--- src/rtl/store_narrow_pkg.sv ---
// Shared definitions for the store narrowing path: mode codes, FSM encoding
// and the 16-bit representability check that the load side also uses.
package store_pkg;

  localparam logic MODE_HALF = 1'b0;
  localparam logic MODE_WORD = 1'b1;

  typedef logic [1:0] state_t;
  localparam state_t IDLE  = 2'd0;
  localparam state_t BEAT0 = 2'd1;
  localparam state_t BEAT1 = 2'd2;

  // True when sign-extending the low halfword reproduces the full word.
  function automatic logic fits_s16(input logic [31:0] data32);
    return data32 == {{16{data32[15]}}, data32[15:0]};
  endfunction

endpackage

--- src/rtl/store_narrow_if.sv ---
// Request side (32-bit stores) and beat side (16-bit port) of store_narrow,
// plus the overflow status/clear pair.
interface store_narrow_if #(parameter int AW = 16);

  logic          in_valid;
  logic          in_ready;
  logic [31:0]   in_data;
  logic          in_mode;
  logic [AW-1:0] in_addr;

  logic          out_valid;
  logic          out_ready;
  logic [15:0]   out_data;
  logic [AW-1:0] out_addr;
  logic          out_last;
  logic          out_ovf;

  logic          ovf_sticky;
  logic          ovf_clr;

  modport master (
    output in_valid, in_data, in_mode, in_addr, out_ready, ovf_clr,
    input  in_ready, out_valid, out_data, out_addr, out_last, out_ovf, ovf_sticky
  );

  modport slave (
    input  in_valid, in_data, in_mode, in_addr, out_ready, ovf_clr,
    output in_ready, out_valid, out_data, out_addr, out_last, out_ovf, ovf_sticky
  );

endinterface

--- src/rtl/store_narrow.sv ---
// Splits 32-bit store requests into 16-bit port beats: one beat for a
// halfword store (with overflow flag), two consecutive-address beats for a word.
module store_narrow
  import store_pkg::*;
#(
  parameter bit HI_FIRST = 1'b0,
  parameter int AW       = 16
) (
  input logic           clk,
  input logic           rst_n,
  store_narrow_if.slave bus
);

  state_t        state_q, state_d;
  logic [31:0]   data_q, data_d;
  logic          mode_q, mode_d;
  logic [AW-1:0] addr_q, addr_d;
  logic          ovf_q, ovf_d;
  logic          sticky_q, sticky_d;

  logic          out_valid, out_last, out_ovf, second, hi_sel;
  logic [15:0]   out_data;
  logic [AW-1:0] out_addr;
  logic          in_ready, in_acc, out_acc;

  // Beat fields are decoded from the held request, so they stay stable under back-pressure.
  always_comb begin
    out_valid = (state_q != IDLE);
    second    = (state_q == BEAT1);
    out_last  = out_valid && ((mode_q == MODE_HALF) || second);
    out_ovf   = out_valid && ovf_q;
    hi_sel    = (mode_q == MODE_WORD) && (second ^ HI_FIRST);
    out_data  = hi_sel ? data_q[31:16] : data_q[15:0];
    out_addr  = second ? addr_q + AW'(1) : addr_q;
    out_acc   = out_valid && bus.out_ready;
    in_ready  = (state_q == IDLE) || (out_acc && out_last);
    in_acc    = bus.in_valid && in_ready;
  end

  always_comb begin
    state_d  = state_q;
    data_d   = data_q;
    mode_d   = mode_q;
    addr_d   = addr_q;
    ovf_d    = ovf_q;
    sticky_d = sticky_q;

    if (in_acc) begin
      state_d = BEAT0;
      data_d  = bus.in_data;
      mode_d  = bus.in_mode;
      addr_d  = bus.in_addr;
      ovf_d   = (bus.in_mode == MODE_HALF) && !fits_s16(bus.in_data);
    end else if (out_acc) begin
      state_d = out_last ? IDLE : BEAT1;
    end

    // A flagged beat being accepted beats a simultaneous clear.
    if (out_acc && out_ovf) begin
      sticky_d = 1'b1;
    end else if (bus.ovf_clr) begin
      sticky_d = 1'b0;
    end
  end

  always_ff @(posedge clk or negedge rst_n) begin
    if (!rst_n) begin
      state_q  <= IDLE;
      data_q   <= '0;
      mode_q   <= MODE_HALF;
      addr_q   <= '0;
      ovf_q    <= 1'b0;
      sticky_q <= 1'b0;
    end else begin
      state_q  <= state_d;
      data_q   <= data_d;
      mode_q   <= mode_d;
      addr_q   <= addr_d;
      ovf_q    <= ovf_d;
      sticky_q <= sticky_d;
    end
  end

  assign bus.in_ready   = in_ready;
  assign bus.out_valid  = out_valid;
  assign bus.out_data   = out_data;
  assign bus.out_addr   = out_addr;
  assign bus.out_last   = out_last;
  assign bus.out_ovf    = out_ovf;
  assign bus.ovf_sticky = sticky_q;

endmodule
--- src/flat_wrapper.sv ---
// flat-port wrapper written by rule: the top's interface ports become plain ports
module store_narrow_flat import store_pkg::*;
#(
  parameter bit HI_FIRST = 1'b0,
  parameter int AW       = 16
)
  (clk, rst_n, bus_in_valid, bus_in_data, bus_in_mode, bus_in_addr, bus_out_ready, bus_ovf_clr, bus_in_ready, bus_out_valid, bus_out_data, bus_out_addr, bus_out_last, bus_out_ovf, bus_ovf_sticky);
  store_narrow_if #(.AW(AW)) bus_i ();
  input logic clk;
  input logic rst_n;
  input wire logic [$bits(bus_i.in_valid)-1:0] bus_in_valid;
  input wire logic [$bits(bus_i.in_data)-1:0] bus_in_data;
  input wire logic [$bits(bus_i.in_mode)-1:0] bus_in_mode;
  input wire logic [$bits(bus_i.in_addr)-1:0] bus_in_addr;
  input wire logic [$bits(bus_i.out_ready)-1:0] bus_out_ready;
  input wire logic [$bits(bus_i.ovf_clr)-1:0] bus_ovf_clr;
  output wire logic [$bits(bus_i.in_ready)-1:0] bus_in_ready;
  output wire logic [$bits(bus_i.out_valid)-1:0] bus_out_valid;
  output wire logic [$bits(bus_i.out_data)-1:0] bus_out_data;
  output wire logic [$bits(bus_i.out_addr)-1:0] bus_out_addr;
  output wire logic [$bits(bus_i.out_last)-1:0] bus_out_last;
  output wire logic [$bits(bus_i.out_ovf)-1:0] bus_out_ovf;
  output wire logic [$bits(bus_i.ovf_sticky)-1:0] bus_ovf_sticky;
  assign bus_i.in_valid = bus_in_valid;
  assign bus_i.in_data = bus_in_data;
  assign bus_i.in_mode = bus_in_mode;
  assign bus_i.in_addr = bus_in_addr;
  assign bus_i.out_ready = bus_out_ready;
  assign bus_i.ovf_clr = bus_ovf_clr;
  assign bus_in_ready = bus_i.in_ready;
  assign bus_out_valid = bus_i.out_valid;
  assign bus_out_data = bus_i.out_data;
  assign bus_out_addr = bus_i.out_addr;
  assign bus_out_last = bus_i.out_last;
  assign bus_out_ovf = bus_i.out_ovf;
  assign bus_ovf_sticky = bus_i.ovf_sticky;
  store_narrow #(.HI_FIRST(HI_FIRST), .AW(AW)) u_core (.clk(clk), .rst_n(rst_n), .bus(bus_i));
endmodule
--- config.mk ---
export PLATFORM = sky130hd
export DESIGN_NAME = store_narrow_flat
export DESIGN_NICKNAME = d
export VERILOG_FILES = /design/src/rtl/store_narrow_pkg.sv /design/src/rtl/store_narrow_if.sv /design/src/rtl/store_narrow.sv /design/src/flat_wrapper.sv
export SDC_FILE = /design/constraint.sdc
export NUM_CORES = 1
export LEC_CHECK = 0
export BUFFER_PORTS_ARGS = -buffer_cell sky130_fd_sc_hd__buf_2
export CELL_PAD_IN_SITES_DETAIL_PLACEMENT = 0
export CELL_PAD_IN_SITES_GLOBAL_PLACEMENT = 1
export CORE_ASPECT_RATIO = 1.1
export CORE_MARGIN = 2
export CORE_UTILIZATION = 35
export CTS_BUF_LIST = sky130_fd_sc_hd__clkbuf_8 sky130_fd_sc_hd__clkbuf_16
export DETAILED_ROUTE_END_ITERATION = 10
export HOLD_SLACK_MARGIN = 0.1
export PLACE_DENSITY = 0.83
export SLEW_MARGIN = 20
export SYNTH_ARGS = -nofsm -noshare
export SYNTH_HDL_FRONTEND = slang
export SYNTH_SLANG_ARGS = --single-unit
--- constraint.sdc ---
create_clock -name clk -period 1.9 [get_ports clk]
set_clock_uncertainty 0.2 [all_clocks]
set_input_delay 0.38 -clock clk [delete_from_list [all_inputs] [get_ports clk]]
set_output_delay 0.38 -clock clk [all_outputs]
set_load 0.01 [all_outputs]
Word-level counts from Yosys, hierarchy flattened
Index checks and enable logic that the tools add are counted.
Word-level totals
  register bits after elaboration: 53
  bits of input ports: 54
  output and inout bits: 37
  word-level logic and storage cells: 33
Operators by class
  $add $sub $neg: 1
  eq/ne operators: 2
  muxes and demuxes: 7
  bitwise logic cells: 2
  reductions and logical operators: 15
Operators by type and width (count)
  $mux 16: 2
  $add 16x1->16 const B: 1
  $eq 16x16->1: 1
  $logic_and 1x1->1: 8
  $mux 2: 3
  $reduce_bool 2->1: 3
  $eq 2x2->1 const B: 1
  $logic_not 2->1: 1
  $logic_or 1x1->1: 2
  $mux 1: 2
  $not 1->1: 2
  $logic_not 1->1: 1

Depth between registers and ports, before layout
  depth after elaboration: 7
  depth in mapped cells: 6
  gate-level depth less buffers: 5

Least setup slack after synthesis
Ideal clock, no wire load.
  path kind: register to output
  from: register u_core.state_q[0]
  to: output port bus_out_addr[11]
  arrival: 1404 ps
  data required time: 1320 ps
  setup slack: -84 ps
  stages on the path, launching flop included: 7
  path through: dfrtp_1 -> buf_2 -> and4b_1 -> and2_1 -> clkbuf_1 -> nand4_1 -> xnor2_1
Between the ends
  longest elaborated chain between the ends: 2
RTL lines
  start: declaration: line store_narrow.sv:14  | state_t state_q, state_d;
  start signal: assignment: line store_narrow.sv:75  | state_q <= state_d;
  $eq 2x2->1: line store_narrow.sv:29  | second = (state_q == BEAT1);
  $mux 16: line store_narrow.sv:34  | out_addr = second ? addr_q + AW'(1) : addr_q;
  end: declaration: line flat_wrapper.sv:20  | output wire logic [$bits(bus_i.out_addr)-1:0] bus_out_addr;
No other way between the ends.

Worst setup path in the final report
  from: register u_core.state_q[0]
  to: output port bus_out_data[2]
Between the ends
  longest elaborated chain between the ends: 3
RTL lines
  $eq 2x2->1: line store_narrow.sv:29
  $logic_and 1x1->1: line store_narrow.sv:32  | hi_sel = (mode_q == MODE_WORD) && (second ^ HI_FIRST);
  $mux 16: line store_narrow.sv:33  | out_data = hi_sel ? data_q[31:16] : data_q[15:0];
  end: declaration: line flat_wrapper.sv:19  | output wire logic [$bits(bus_i.out_data)-1:0] bus_out_data;
No other way between the ends.

==> summary by stage <==
Status
The run finished, with violations left. The checks that failed: setup timing.

Synthesis
In this run, distinct cell masters in the synthesized netlist total 34. The dominant cell type by area after synthesis is dfrtp_1. The fraction of post-synthesis cell area in the top cell type by area is 50.6%. Of the synthesized area, sequential elements account for 50.6%. In the synthesized netlist the dominant register cell turns out to be dfrtp_1. The number of nets in the synthesized netlist is 257. The number of instances in the synthesized netlist is 202.

Sorting the synthesized cells by how often they occur yields 54 x mux2_2, 53 x dfrtp_1, 12 x xnor2_1, 11 x mux2_1, 9 x nand3_1. The leading cell type by number of instances after synthesis is mux2_2. The proportion of synthesized flip-flops having asynchronous set or reset is 100%. By area the synthesized netlist is led by dfrtp_1 51%, mux2_2 23%, mux2_1 4.7%, xnor2_1 4.0%, nand3_1 1.7%.

The count of flip-flops with a built-in enable after synthesis is 0. The netlist area before placement is 0.00262 mm2. The number of register bits inferred by synthesis is 53. The synthesized area divided by synthesized cell count is 13.0 um2. The count of warnings emitted by yosys is 0.

STA
Setup slack on the critical path of the routed design comes to -345 ps. The time the final worst path needs with I/O delays and setup is 2240 ps. Setup repair after global routing could not meet its margin everywhere. The number of pins with negative max-slew slack in the final report was 0. The count of endpoints failing hold in the final timing report is 0.

The relative slew slack is 73.2%. The final clock period utilization by the worst path is 118%. At the pin with the least slew margin, the transition time is 398 ps. The total setup violations reported at the end of the flow is 71. The aggregate negative setup slack is -10790 ps.

Derived from the worst setup path, the maximum achievable clock frequency is 446 MHz. The minimum hold slack is 114 ps.

Worst setup path
The cell seen most often among critical-path stages is buf_6. The largest fanout of any net on the critical path is 8. The type of element launching the critical path is a register.

The critical path data required time is 1320 ps. The largest single stage delay on the critical path is 410 ps. The signal on the critical path passes through buf_6 -> nor2b_4 -> nand2_4 -> clkbuf_16 -> mux2_4 -> buf_6. Data arrives at the worst endpoint at 1660 ps.

The element type at the critical path end is a primary output. The number of cells traversed by the worst register-to-register path is 7. The highest-delay cell along the critical path is dfrtp_1. The kind of critical path is reg2out.

Routing
The detailed-route DRC error count is 0. After the first detailed-routing iteration, the DRC count stood at 51. The via-per-instance ratio is 4.92. In this run the remaining antenna-violating nets after routing total 0. The total number of vias is 2184. The first detailed-routing pass ran for 4 iterations. Summed over all layers, the routed wires come to 7.49 mm. Dividing the detail-routed wire length by the instance count gives 16.9 um.

Placement
Routability-driven placement finished with a final weighted congestion of 0.752. Summing all placed instances gives a cell area of 0.00337 mm2. In this run the tool buffered the top-level ports with 90 buffer cells. At the placement stage, the worst setup path has a slack of -156 ps. The detailed placement HPWL is 4.37 mm.

Global route
The number of global-route vias before repair was 2121. Global routing used 15.7% of the available tracks. The first global-routing pass estimated 10.0 mm of wire.

The initial antenna violation count is 0. The pin count of the biggest net entering global routing is 54. The global-route congestion overflow total is 0.

Flow run
Max-cap violations in this run came to 0.

Die
The floorplan die height is 94.8 um. For this configuration, the core starts out at a cell density of 35.7%. During I/O placement, the number of pins put on the boundary was 91. The area of the core is 0.00735 mm2.

The die is 86.5 um wide. The floorplan step defined a die boundary enclosing 0.00820 mm2. Row generation in the floorplan step produced 33 rows.

Final layout
In the final layout, the share of cells above drive strength 1 is 65.0%. Compared with the post-synthesis result, the final layout area differs by 66.9%. After filler insertion, the fill cell instance count of the layout stands at 595. The final design instance area without fill is 0.00438 mm2. The number of antenna repair diodes is 0.

The multi-input logic area is 0.00150 mm2. Summing all flip-flop and latch instances after layout gives 0.00133 mm2. The layout net count is 412.

Clocking
The maximum clock path buffer count is 2. The number of H-tree levels is 2. At the later pin of the worst-skew pair, clock insertion delay measures 290 ps. The clock-pin slew reported for the worst setup and hold paths after clock tree synthesis is 90 ps. The library cell used as clock root buffer is clkbuf_8. The TritonCTS clock tree is yes. The sink count of the clock tree is 53. Clock tree synthesis inserted a total of 5 buffers.

Power and ir drop
The maximum vdd ir drop is 0.769 mV. Power spread over the standard cell area amounts to 1360 mW/mm2. The leakage power figure is 2.11 nW.

Min path
The min-delay analysis places its worst path in the category in2reg. The worst hold path was traced through 2 stages.
final cells by class:
class                           instances  area share, %
Multi-Input combinational cell        136           34.2
Clock buffer                            5           1.57
Clock inverter                          2          0.800
Sequential cell                        53           30.3
Timing Repair Buffer                  157           30.3
Tap cell                               87           2.49
Inverter                                4          0.343
sequential cells by signal, indices dropped and copies added (netlist names):
register / count
u_core.addr_q: 16
u_core.bus.ovf_sticky: 1
u_core.data_q: 32
u_core.mode_q: 1
u_core.ovf_q: 1
u_core.state_q: 2
layer usage:
metal  share of wire [%]  vias to the layer above  track usage (%)  routed length [um]
met5                   0                        -                0                   0
met2                  52                       66             28.7                3890
met4                 1.6                        0             5.21                 121
met3                 5.6                       10             4.46                 421
met1                  41                     1077             17.3                3060
li1                    -                     1031                -                   -
timing repair:
item                                    CTS  global route
buffers inserted                          3            12
gates resized for setup                  42            75
hold endpoints to repair                 71             1
hold buffers                             19             1
pin swaps                                11            10
endpoints found under the setup margin   38            81
cloned                                    2             7
power breakdown:
part	leakage, nW	internal, mW	switching [mW]
Sequential	0.622	1.61	0.283
Combinational	1.43	2.11	1.22
Clock	0.0540	0.384	0.357
final timing paths:
check                           slack, ps                           from                                 to
min in group asynchronous             400                          rst_n      u_core.data_q[29]$_DFFE_PN0P_
max in group asynchronous             850                          rst_n  u_core.bus.ovf_sticky$_DFFE_PN0P_
worst min-delay path                  110                bus_in_addr[13]      u_core.addr_q[13]$_DFFE_PN0P_
worst max-delay path                 -340  u_core.state_q[0]$_DFFE_PN0P_                    bus_out_data[2]
worst min register to register        310  u_core.data_q[13]$_DFFE_PN0P_      u_core.data_q[13]$_DFFE_PN0P_
worst max register to register       -100  u_core.state_q[0]$_DFFE_PN0P_      u_core.data_q[15]$_DFFE_PN0P_
cell usage in the layout, fill, tap and decap left out, types with 5 or more instances in the layout:
cell type      instances
xnor2_1               10
nand3_1                6
dlygate4sd3_1         20
nand2_1                7
buf_12                 5
buf_6                 29
clkbuf_8               5
mux2_4                49
dfrtp_1               53
buf_2                 71
mux2_2                16
nand4_1                6
buf_4                 25
critical path, delay by kind of cell, from the launching register on:
| kind | cells | cell delay [ps] |
|---|---|---|
| flip-flops | 1 | 410 |
| buffers and inverters | 3 | 430 |
| AND/OR/NAND/NOR | 2 | 220 |
| multiplexers | 1 | 300 |
kinds of logic after synthesis:
| logic type | count (synthesis) | share of synthesized area, % |
|---|---|---|
| mux | 65 | 27.9 |
| compound gates | 8 | 2.96 |
| simple gates | 47 | 10.3 |
| buf+inv | 13 | 2.81 |
| fa+ha+maj | 1 | 0.477 |
| flops | 53 | 50.6 |
| xor+xnor | 15 | 5.01 |
metrics by stage:
stage | total power [mW] | util [%] | std cells
final | 5.96 | 59.6 | 444
after global routing | 6.31 | 59.6 | 444
after CTS | 5.26 | 53.0 | 427
after detailed placement | 4.05 | 45.9 | 396
after global placement | 3.99 | 45.9 | 396
after floorplan | 3.15 | - | 202
No activity file was read; power rests on OpenSTA's default activity.
